**src/rtl/uart_tx_fifo_param_pkg.sv**
```systemverilog
// Shared UART definitions: transmitter FSM encoding, parity modes and a clog2 helper.
// Intended to be reused unchanged by the matching receiver.
package uart_tx_fifo_param_pkg;

  typedef enum logic [2:0] {
    S_IDLE   = 3'd0,
    S_START  = 3'd1,
    S_DATA   = 3'd2,
    S_PARITY = 3'd3,
    S_STOP   = 3'd4,
    S_STOP2  = 3'd5
  } tx_state_e;

  localparam int PARITY_NONE = 0;
  localparam int PARITY_ODD  = 1;
  localparam int PARITY_EVEN = 2;

  function automatic int clog2(input int value);
    int result;
    result = 0;
    for (int v = value - 1; v > 0; v = v >> 1) result++;
    return result;
  endfunction

endpackage

```
**src/rtl/uart_tx_fifo_param_fifo.sv**
```systemverilog
// Synchronous FIFO with an extra pointer bit to tell full from empty.
// Read data is the head word, available combinationally while not empty.
module uart_sync_fifo
  import uart_tx_fifo_param_pkg::*;
#(
  parameter int WIDTH = 8,
  parameter int DEPTH = 4
) (
  input  logic                  clk,
  input  logic                  rst_n,
  input  logic                  push,
  input  logic [WIDTH-1:0]      push_data,
  input  logic                  pop,
  output logic [WIDTH-1:0]      pop_data,
  output logic                  full,
  output logic                  empty,
  output logic [clog2(DEPTH):0] level
);
  localparam int AW = clog2(DEPTH);
  localparam logic [AW:0] PTR_ONE = 1;

  logic [WIDTH-1:0] mem_q [DEPTH];
  logic [AW:0]      wr_ptr_q, rd_ptr_q;
  logic             do_push, do_pop;

  assign empty    = (wr_ptr_q == rd_ptr_q);
  assign full     = (wr_ptr_q[AW] != rd_ptr_q[AW]) && (wr_ptr_q[AW-1:0] == rd_ptr_q[AW-1:0]);
  assign level    = wr_ptr_q - rd_ptr_q;
  assign do_push  = push && !full;
  assign do_pop   = pop && !empty;
  assign pop_data = mem_q[rd_ptr_q[AW-1:0]];

  // NOTE: sequential state uses non-blocking assignments so every flop samples pre-edge values.
  always_ff @(posedge clk or negedge rst_n) begin
    if (!rst_n) begin
      wr_ptr_q <= '0;
      rd_ptr_q <= '0;
    end else begin
      if (do_push) wr_ptr_q <= wr_ptr_q + PTR_ONE;
      if (do_pop)  rd_ptr_q <= rd_ptr_q + PTR_ONE;
    end
  end

  // NOTE: storage is not reset; the pointers alone define which entries are valid.
  always_ff @(posedge clk) begin
    if (do_push) mem_q[wr_ptr_q[AW-1:0]] <= push_data;
  end

endmodule

```
**src/rtl/uart_tx_fifo_param.sv**
```systemverilog
// Parametrised UART transmitter fed by a small FIFO; frames leave back-to-back while
// words are queued. txd is registered and idles high.
module uart_tx_fifo_param
  import uart_tx_fifo_param_pkg::*;
#(
  parameter int CLK_FREQ    = 50_000_000,
  parameter int BAUD        = 115200,
  parameter int DATA_BITS   = 8,
  parameter int PARITY_MODE = PARITY_NONE,
  parameter int STOP_BITS   = 1,
  parameter int FIFO_DEPTH  = 4
) (
  input  logic                       clk,
  input  logic                       uart_rst_n,
  input  logic                       tx_valid,
  input  logic [DATA_BITS-1:0]       tx_data,
  output logic                       tx_ready,
  output logic                       txd,
  output logic                       tx_busy,
  output logic [clog2(FIFO_DEPTH):0] fifo_level
);
  localparam int CLKS_PER_BIT = CLK_FREQ / BAUD;
  localparam int CW = clog2(CLKS_PER_BIT);
  localparam int BW = clog2(DATA_BITS);
  localparam logic [CW-1:0] CNT_LAST = CW'(CLKS_PER_BIT - 1);
  localparam logic [CW-1:0] CNT_ONE  = 1;
  localparam logic [BW-1:0] BIT_LAST = BW'(DATA_BITS - 1);
  localparam logic [BW-1:0] BIT_ONE  = 1;

  tx_state_e            state_q, state_d;
  logic [CW-1:0]        cnt_q, cnt_d;
  logic [BW-1:0]        bit_q, bit_d;
  logic [DATA_BITS-1:0] shift_q, shift_d;
  logic                 par_q, par_d;
  logic                 txd_q, txd_d;
  logic                 fifo_full, fifo_empty, fifo_pop;
  logic [DATA_BITS-1:0] fifo_data;
  logic                 bit_end, last_stop;

  assign tx_ready = !fifo_full;

  uart_sync_fifo #(
    .WIDTH(DATA_BITS),
    .DEPTH(FIFO_DEPTH)
  ) u_fifo (
    .clk      (clk),
    .rst_n    (uart_rst_n),
    .push     (tx_valid && tx_ready),
    .push_data(tx_data),
    .pop      (fifo_pop),
    .pop_data (fifo_data),
    .full     (fifo_full),
    .empty    (fifo_empty),
    .level    (fifo_level)
  );

  assign bit_end   = (cnt_q == CNT_LAST);
  assign last_stop = bit_end && ((state_q == S_STOP && STOP_BITS == 1) || state_q == S_STOP2);
  // Popping at the end of the last stop bit is what makes queued frames gapless.
  assign fifo_pop  = !fifo_empty && (state_q == S_IDLE || last_stop);

  function automatic logic parity_of(input logic [DATA_BITS-1:0] data);
    return (PARITY_MODE == PARITY_ODD) ? ~^data : ^data;
  endfunction

  // NOTE: every combinational output gets a default first, so no path can infer a latch.
  always_comb begin
    state_d = state_q;
    bit_d   = bit_q;
    shift_d = shift_q;
    par_d   = par_q;
    cnt_d   = (state_q == S_IDLE || bit_end) ? '0 : cnt_q + CNT_ONE;
    case (state_q)
      S_START: if (bit_end) begin
        state_d = S_DATA;
        bit_d   = '0;
      end
      S_DATA: if (bit_end) begin
        shift_d = shift_q >> 1;
        if (bit_q == BIT_LAST) state_d = (PARITY_MODE != PARITY_NONE) ? S_PARITY : S_STOP;
        else                   bit_d   = bit_q + BIT_ONE;
      end
      S_PARITY: if (bit_end) state_d = S_STOP;
      S_STOP:   if (bit_end) state_d = (STOP_BITS == 2) ? S_STOP2 : S_IDLE;
      S_STOP2:  if (bit_end) state_d = S_IDLE;
      default:  state_d = S_IDLE;
    endcase
    if (fifo_pop) begin
      state_d = S_START;
      shift_d = fifo_data;
      par_d   = parity_of(fifo_data);
    end
    case (state_d)
      S_START:  txd_d = 1'b0;
      S_DATA:   txd_d = shift_d[0];
      S_PARITY: txd_d = par_d;
      default:  txd_d = 1'b1;
    endcase
  end

  always_ff @(posedge clk or negedge uart_rst_n) begin
    if (!uart_rst_n) begin
      state_q <= S_IDLE;
      cnt_q   <= '0;
      bit_q   <= '0;
      shift_q <= '0;
      par_q   <= 1'b0;
      txd_q   <= 1'b1;
    end else begin
      state_q <= state_d;
      cnt_q   <= cnt_d;
      bit_q   <= bit_d;
      shift_q <= shift_d;
      par_q   <= par_d;
      txd_q   <= txd_d;
    end
  end

  assign txd     = txd_q;
  assign tx_busy = (state_q != S_IDLE) || !fifo_empty;

endmodule
```
**config.mk**
```make
export PLATFORM = sky130hd
export DESIGN_NAME = uart_tx_fifo_param
export DESIGN_NICKNAME = d
export VERILOG_FILES = /design/src/rtl/uart_tx_fifo_param_pkg.sv /design/src/rtl/uart_tx_fifo_param_fifo.sv /design/src/rtl/uart_tx_fifo_param.sv
export SDC_FILE = /design/constraint.sdc
export NUM_CORES = 1
export LEC_CHECK = 0
export CAP_MARGIN = 5
export CORE_AREA = 2 2 85 87
export CTS_CLUSTER_DIAMETER = 50
export CTS_CLUSTER_SIZE = 12
export DETAILED_ROUTE_END_ITERATION = 6
export DIE_AREA = 0 0 87 89
export HOLD_SLACK_MARGIN = 0.08
export MAX_ROUTING_LAYER = met4
export PLACE_DENSITY = 0.6
export SYNTH_ARGS = -nofsm -noshare
export SYNTH_HDL_FRONTEND = slang
export SYNTH_HIERARCHICAL = 1
export SYNTH_SLANG_ARGS = --single-unit
```
**constraint.sdc**
```tcl
create_clock -name clk -period 3.1 [get_ports clk]
set_input_delay 0.62 -clock clk [delete_from_list [all_inputs] [get_ports clk]]
set_output_delay 0.62 -clock clk [all_outputs]
set_load 0.005 [all_outputs]
```
==> metrics.csv, run 1 <==
metric,value,unit
post-synthesis sequential area ratio,0.5814,
via count of the routed design,1796,
Post-synth top cells,"32 x edfxtp_1, 30 x dfrtp_1, 17 x nor2_1, 16 x xnor2_1, 15 x inv_1",
CP cell instances,inv_1 > ha_1 > inv_1 > fa_1 > xnor2_1 > clkdlybuf4s50_1,
Site Rows,30,
WP depth,6,
final non-filler cell total,331,
fmax,358.0,MHz
CTS H-tree lvls,3,
CTS Buffer Depth,2,
worst vdd ir,0.4843,mV
I/O pin cnt,17,
status,completed,
vias in the first global route,1847,
count of cell types in the netlist,47,
Final min period,2.793,ns
yosys synthesis warning count,6,
Detailed Route Iter0 Violations,108,
Async SR Flop Fraction,0.4921,
Crit path buffers/inverters,3,
CTS Root Cell,clkbuf_8,
hold_buf cts,0,
Worst Setup End Kind,primary output,
detailed-route vias per instance,5.426,
worst clock skew,0.009261,ns
largest net degree at the start of global routing,32,
RSZ-0062 raised after global routing,false,
Hold Path Class,flip-flop to flip-flop,
Die Y,89,um
insertion delay to the later sink of the worst-skew pair,0.34,ns
Post-CTS Setup Inserts,0,
post-CTS resize count,0,
clock slew at reported path FFs,0.08,ns
Final Hold Fails,0,
die width,87,um
r2r endpoint,u_fifo/rd_ptr_q[1],
P&R area growth vs syn,14.23,%
first-pass GRT wire length,9.108,mm
Seq cells post-synth,63,
Synth top area share,0.3215,
"CP delay by family, top",buffers and inverters,
PortBufs,16,
antenna violations before repair,0,
Worst Hold Endpoint,shift_q[6],
leakage,0.001325,uW
Post-layout nets,269,
main flop type after synthesis,edfxtp_1,
remaining global-route overflow,0,
Max stage delay on crit path,0.53,ns
CTS buffer count,9,
total die area,0.007743,mm^2
GP Congestion,0.8218,
WL final,5.210,mm
Post-synth EDFFs,32,
Antenna Nets Post-Route,0,
setup tns final,0,ns
"top cells by area, synth","edfxtp_1 32%, dfrtp_1 25%, mux4_2 6.0%",
Yosys top cell by area,edfxtp_1,
CTS sink count,63,
CP Class,flip-flop to primary output,
syn_nets,246,
CP Max Fanout,4,
# DRC,0,
most frequent CP cell,inv_1,
startpoint types,flip-flop,
Pwr per Cell Area,771.0,mW/mm^2
Mapped Area,0.002989,mm^2
final setup fails,0,
Hold Crit Depth,1,
top-count cell post-synth,edfxtp_1,
routed len/inst,15.74,um
Pins Over Slew Limit,0,
relative slew slack,0.6620,
Starting Density,0.4449,
core area,0.006719,mm^2
worst flop-to-flop path startpoint,cnt_q[2],
count of maximum capacitance violations,0,
CTS tree,done,
worst reg2reg setup slack,0.84,ns
Synth Area per Inst,13.40,um^2
total track usage,0.1630,
Final HPWL DP,3.554,mm
1st-pass router iterations,4,
final period utilization,0.9011,
worst-margin pin slew,0.5024,ns
CP max stage cell,clkdlybuf4s50_1,
CP arrival,2.17,ns
Syn Inst Count,223,
Ant. Diodes,0,
dpl cells,315,
FF-to-FF path depth,5,
critical path data required time,2.48,ns
fraction of layout cells with a size suffix above 1,0.1554,
hold wc startpoint,shift_q[6],
## cells by family (layout without fill, tap and decap cells)
family                   count (synthesis)  count (layout)  synth area share
AO/OA/AOI/OAI                           33              33           0.08581
adder cells (fa/ha/maj)                 12              12           0.05274
AND/OR/NAND/NOR                         62              62            0.1130
buffers and inverters                   22              50           0.03097
flip-flops                              63              63            0.5814
XOR/XNOR                                18              18           0.05525
multiplexers                            13              13           0.08079
## metal layers
metal  part of all wire  vias to the layer above  track usage
li1                   -                      857            -
met1               0.51                      886       0.2221
met2               0.44                       46       0.2297
met3              0.036                        7      0.04155
met4              0.018                        0      0.07528
met5                  0                        -            -
## area by class of cell
cell class / count / area (um^2)
fillers: 592 / 3304
multi-input cells: 138 / 1159
well taps: 80 / 100.1
inverters: 15 / 56.30
clock buffers: 9 / 123.9
flip-flops and latches: 63 / 1738
clock inverters: 7 / 55.05
repair buffers: 19 / 182.7
## flip-flops by register name, indices dropped and copies added (netlist names)
register         count
txd                  1
par_q                1
state_q              3
u_fifo/wr_ptr_q      3
shift_q              8
cnt_q                9
u_fifo/rd_ptr_q      3
u_fifo/mem_q        32
bit_q                3
## cells in the final DEF (no fill, tap or decap), types with 2 or more instances in the layout
| cell | count |
|---|---|
| and2_1 | 6 |
| nand2_1 | 9 |
| a21oi_1 | 5 |
| dfrtp_1 | 30 |
| nand3_1 | 6 |
| edfxtp_1 | 32 |
| inv_1 | 15 |
| nor2b_1 | 4 |
| nand4_1 | 3 |
| and3_1 | 4 |
| xnor2_1 | 16 |
| inv_6 | 3 |
| nand2b_1 | 2 |
| a221o_1 | 6 |
| clkdlybuf4s50_1 | 16 |
| clkbuf_8 | 9 |
| clkinvlp_4 | 2 |
| o21ai_0 | 5 |
| mux2i_1 | 2 |
| ha_1 | 11 |
| or3_1 | 2 |
| nor3_1 | 2 |
| nor2_1 | 17 |
| mux2_4 | 2 |
| o21ai_1 | 2 |
| mux4_2 | 8 |
| and4_1 | 2 |
| buf_4 | 3 |
| a31oi_1 | 3 |
| o2bb2ai_1 | 3 |
## worst max-delay path by stage
stage / slack, ns / startpoint / to
detailed placement: 0.70 / u_fifo/wr_ptr_q[0] / fifo_level[2]
CTS: 0.29 / u_fifo/wr_ptr_q[0] / fifo_level[2]
global placement: 0.74 / u_fifo/wr_ptr_q[0] / fifo_level[2]
global route: 0.15 / u_fifo/wr_ptr_q[0] / tx_busy
floorplan: 0.85 / u_fifo/rd_ptr_q[1] / u_fifo/rd_ptr_q[1]
finish: 0.31 / u_fifo/wr_ptr_q[0] / fifo_level[2]
## per-stage QoR
| step | cell area [um^2] | util | total power (uW) | hold slack [ns] | worst slack (ns) |
|---|---|---|---|---|---|
| finish | 3415 | 0.5082 | 2633 | 0.5123 | 0.3067 |
| global route | 3415 | 0.5082 | 2809 | 0.5231 | 0.1474 |
| CTS | 3415 | 0.5082 | 2664 | 0.5122 | 0.2931 |
| detailed placement | 3236 | 0.4816 | 2008 | 0.4860 | 0.6957 |
| global placement | 3236 | 0.4816 | 1997 | 0.4952 | 0.7443 |
| floorplan | 2989 | - | 1748 | 0.3244 | 0.8546 |
## where the power goes
| group | switching (uW) | internal (uW) | leakage (uW) |
|---|---|---|---|
| clock | 350 | 298 | 0.0000866 |
| sequential | 124 | 1070 | 0.000682 |
| combinational | 386 | 402 | 0.000557 |
| total | 860 | 1770 | 0.00132 |
Power figures use the tool's default switching activity.
==> inputs of run 2 (changes only) <==
--- a/config.mk
+++ b/config.mk
@@ -6,14 +6,14 @@
 export NUM_CORES = 1
 export LEC_CHECK = 0
 export CAP_MARGIN = 5
-export CORE_AREA = 2 2 85 87
-export CTS_CLUSTER_DIAMETER = 50
+export CORE_AREA = 2 2 77 79
+export CTS_CLUSTER_DIAMETER = 60
 export CTS_CLUSTER_SIZE = 12
 export DETAILED_ROUTE_END_ITERATION = 6
-export DIE_AREA = 0 0 87 89
+export DIE_AREA = 0 0 79 81
 export HOLD_SLACK_MARGIN = 0.08
 export MAX_ROUTING_LAYER = met4
-export PLACE_DENSITY = 0.6
+export PLACE_DENSITY = 0.71
 export SYNTH_ARGS = -nofsm -noshare
 export SYNTH_HDL_FRONTEND = slang
 export SYNTH_HIERARCHICAL = 1
==> run 2 against run 1 <==
Highest routed layer unchanged. Non-clock buffer count shrank 1. Die area shrank 17%. Final cell count shrank 1.8%. Clock power grew 13%. Wire length shrank 4.7%. Critical path depth is the same. Worst hold slack lost 0.0046 ns. Core utilization grew 9.5 points. Global-route usage grew 2.0 points.
==> metrics.csv, run 2 (synthesized netlist as in run 1, its figures left out) <==
metric,value,unit,change
status,completed,,unchanged
RSZ-0062 raised after global routing,false,,unchanged
Clk pwr share,0.271,,was 0.246
setup tns final,0,ns,unchanged
CP max stage cell,dfrtp_2,,was clkdlybuf4s50_1
via count of the routed design,1775,,was 1796
FF-to-FF path depth,6,,was 5
"commonest non-fill, non-tap cell in the layout",edfxtp_1,,unchanged
switching power,839.2,uW,was 859.6 uW
Die Y,81,um,was 89 um
CTS Buffer Depth,2,,unchanged
Worst Setup End Kind,primary output,,unchanged
Final HPWL DP,3.302,mm,was 3.554 mm
worst clock skew,0.004437,ns,was 0.009261 ns
clock slew at reported path FFs,0.08,ns,about the same
Detailed Route Iter0 Violations,81,,was 108
Crit path buffers/inverters,2,,was 3
Fill cells,464,,was 592
CTS buffer count,9,,unchanged
Sw Share,0.3124,,was 0.3265
insertion delay to the later sink of the worst-skew pair,0.34,ns,about the same
Ant. Diodes,0,,unchanged
most frequent CP cell,nand2_1,,was inv_1
I/O pin cnt,17,,unchanged
antenna violations before repair,0,,unchanged
worst vdd ir,0.4841,mV,was 0.4843 mV
CP Class,flip-flop to primary output,,unchanged
Site Rows,28,,was 30
Antenna Nets Post-Route,0,,unchanged
die width,79,um,was 87 um
Max stage delay on crit path,0.51,ns,was 0.53 ns
Pwr per Cell Area,784.2,mW/mm^2,was 771.0 mW/mm^2
vias in the first global route,1794,,was 1847
1st-pass router iterations,4,,unchanged
CTS Root Cell,clkbuf_8,,unchanged
"CP delay by family, top",buffers and inverters,,unchanged
"commonest cells after routing, fill and taps aside","32 x edfxtp_1, 29 x dfrtp_1, 17 x nor2_1",,"was 32 x edfxtp_1, 30 x dfrtp_1, 17 x nor2_1"
fraction of layout cells with a size suffix above 1,0.1560,,was 0.1554
Hold Path Class,flip-flop to flip-flop,,unchanged
GP Congestion,0.7522,,was 0.8218
Comb pwr share,0.280,,was 0.299
CTS tree,done,,unchanged
Final Hold Fails,0,,unchanged
remaining global-route overflow,0,,unchanged
Final min period,2.806,ns,was 2.793 ns
CTS H-tree lvls,3,,unchanged
# DRC,0,,unchanged
CP arrival,2.19,ns,was 2.17 ns
core area,0.005675,mm^2,was 0.006719 mm^2
P&R area growth vs syn,14.61,%,was 14.23%
CTS sink count,63,,unchanged
final period utilization,0.9053,,was 0.9011
relative slew slack,0.6453,,was 0.6620
WL final,4.966,mm,was 5.210 mm
P_int,1847,uW,was 1773 uW
Post-layout nets,268,,was 269
Reg power frac,0.449,,was 0.455
pre-CTS WS,0.4834,ns,was 0.6957 ns
startpoint types,flip-flop,,unchanged
Worst Hold Endpoint,shift_q[4],,was shift_q[6]
worst-margin pin slew,0.5272,ns,was 0.5024 ns
Final Util,0.6036,,was 0.5082
hold wc startpoint,shift_q[4],,was shift_q[6]
worst reg2reg setup slack,0.81,ns,was 0.84 ns
CP Max Fanout,11,,was 4
leakage,0.001324,uW,was 0.001325 uW
total die area,0.006399,mm^2,was 0.007743 mm^2
critical path data required time,2.48,ns,about the same
r2r endpoint,u_fifo/mem_q[3][2],,was u_fifo/rd_ptr_q[1]
PortBufs,16,,unchanged
first-pass GRT wire length,8.411,mm,was 9.108 mm
detailed-route vias per instance,5.462,,was 5.426
routed len/inst,15.28,um,was 15.74 um
CP cell instances,inv_1 > ha_1 > nand2_1 > nor2_1 > nand2_1 > clkdlybuf4s50_1,,was inv_1 > ha_1 > inv_1 > fa_1 > xnor2_1 > clkdlybuf4s50_1
Pins Over Slew Limit,0,,unchanged
worst flop-to-flop path startpoint,u_fifo/rd_ptr_q[1],,was cnt_q[2]
largest net degree at the start of global routing,32,,unchanged
Hold Crit Depth,1,,unchanged
Post-CTS Setup Inserts,0,,unchanged
Starting Density,0.5267,,was 0.4449
fmax,356.3,MHz,was 358.0 MHz
post-layout worst setup margin,0.2935,ns,was 0.3067 ns
total track usage,0.1829,,was 0.1630
max reg flops,32,,unchanged
final setup fails,0,,unchanged
count of maximum capacitance violations,0,,unchanged
-- run 2: changes by cell type in the layout (fill, tap and decap cells not counted), sizes merged --
cell	previous run	this run
clkinv	2	0
bufinv	0	1
clkinvlp	2	3
buf	3	2
-- run 2: metal layers --
| metal | global-route usage | up-vias | routed length, um |
|---|---|---|---|
| li1 | - | 863 | - |
| met1 | 0.2197 | 873 | 2302 |
| met2 | 0.2915 | 32 | 2425 |
| met3 | 0.05667 | 7 | 168 |
| met4 | 0.07241 | 0 | 70 |
| met5 | - | - | 0 |
-- run 2: final cells by class --
class                           instances  area, um^2  share of cell area
Sequential cell                        63        1739              0.5077
Tap cell                               75       93.84             0.02739
Inverter                               15       56.30             0.01644
Clock buffer                            9       123.9             0.03616
Timing Repair Buffer                   18       175.2             0.05113
Multi-Input combinational cell        138        1159              0.3382
Clock inverter                          7       78.83             0.02301
-- run 2: how the worst max path moves through the flow --
stage | from | cells past startpoint | slack [ns] | endpoint
2_1_floorplan | u_fifo/rd_ptr_q[1] | 10 | 0.85 | u_fifo/rd_ptr_q[1]
3_3_place_gp | u_fifo/rd_ptr_q[1] | 6 | 0.50 | tx_busy
3_5_place_dp | u_fifo/rd_ptr_q[1] | 6 | 0.48 | tx_busy
4_1_cts | u_fifo/rd_ptr_q[1] | 6 | 0.09 | tx_busy
5_1_grt | u_fifo/rd_ptr_q[1] | 6 | 0.16 | tx_busy
6_report | u_fifo/rd_ptr_q[1] | 6 | 0.29 | tx_busy
-- run 2: worst register-to-register path, cell delays in order, from the launching register on --
cell	delay [ns]
dfrtp_2	0.51
inv_1	0.12
ha_1	0.32
nand3_1	0.16
inv_1	0.07
nor2b_1	0.25
and3_1	0.50
-- run 2: metrics by stage --
step / hold WS, ns / std cells / total power (uW) / instance area (um^2)
final: 0.5077 / 325 / 2687 / 3426
after global routing: 0.5382 / 325 / 2863 / 3426
after CTS: 0.5138 / 325 / 2725 / 3425
after detailed placement: 0.4919 / 309 / 1986 / 3222
after global placement: 0.4870 / 309 / 1971 / 3222
after floorplan: 0.3244 / 223 / 1748 / 2989
-- run 2: power by group through the flow --
stage	sequential, uW	combinational (uW)	clock [uW]
after floorplan	1180	565	0
after global placement	1220	754	0
after detailed placement	1220	763	0
after CTS	1210	769	749
after global routing	1230	846	788
final	1210	752	729
-- run 2: repair_timing --
action,in CTS,in global routing
setup endpoints to repair,0,1
hold buffers,0,0
gates resized for setup,0,1
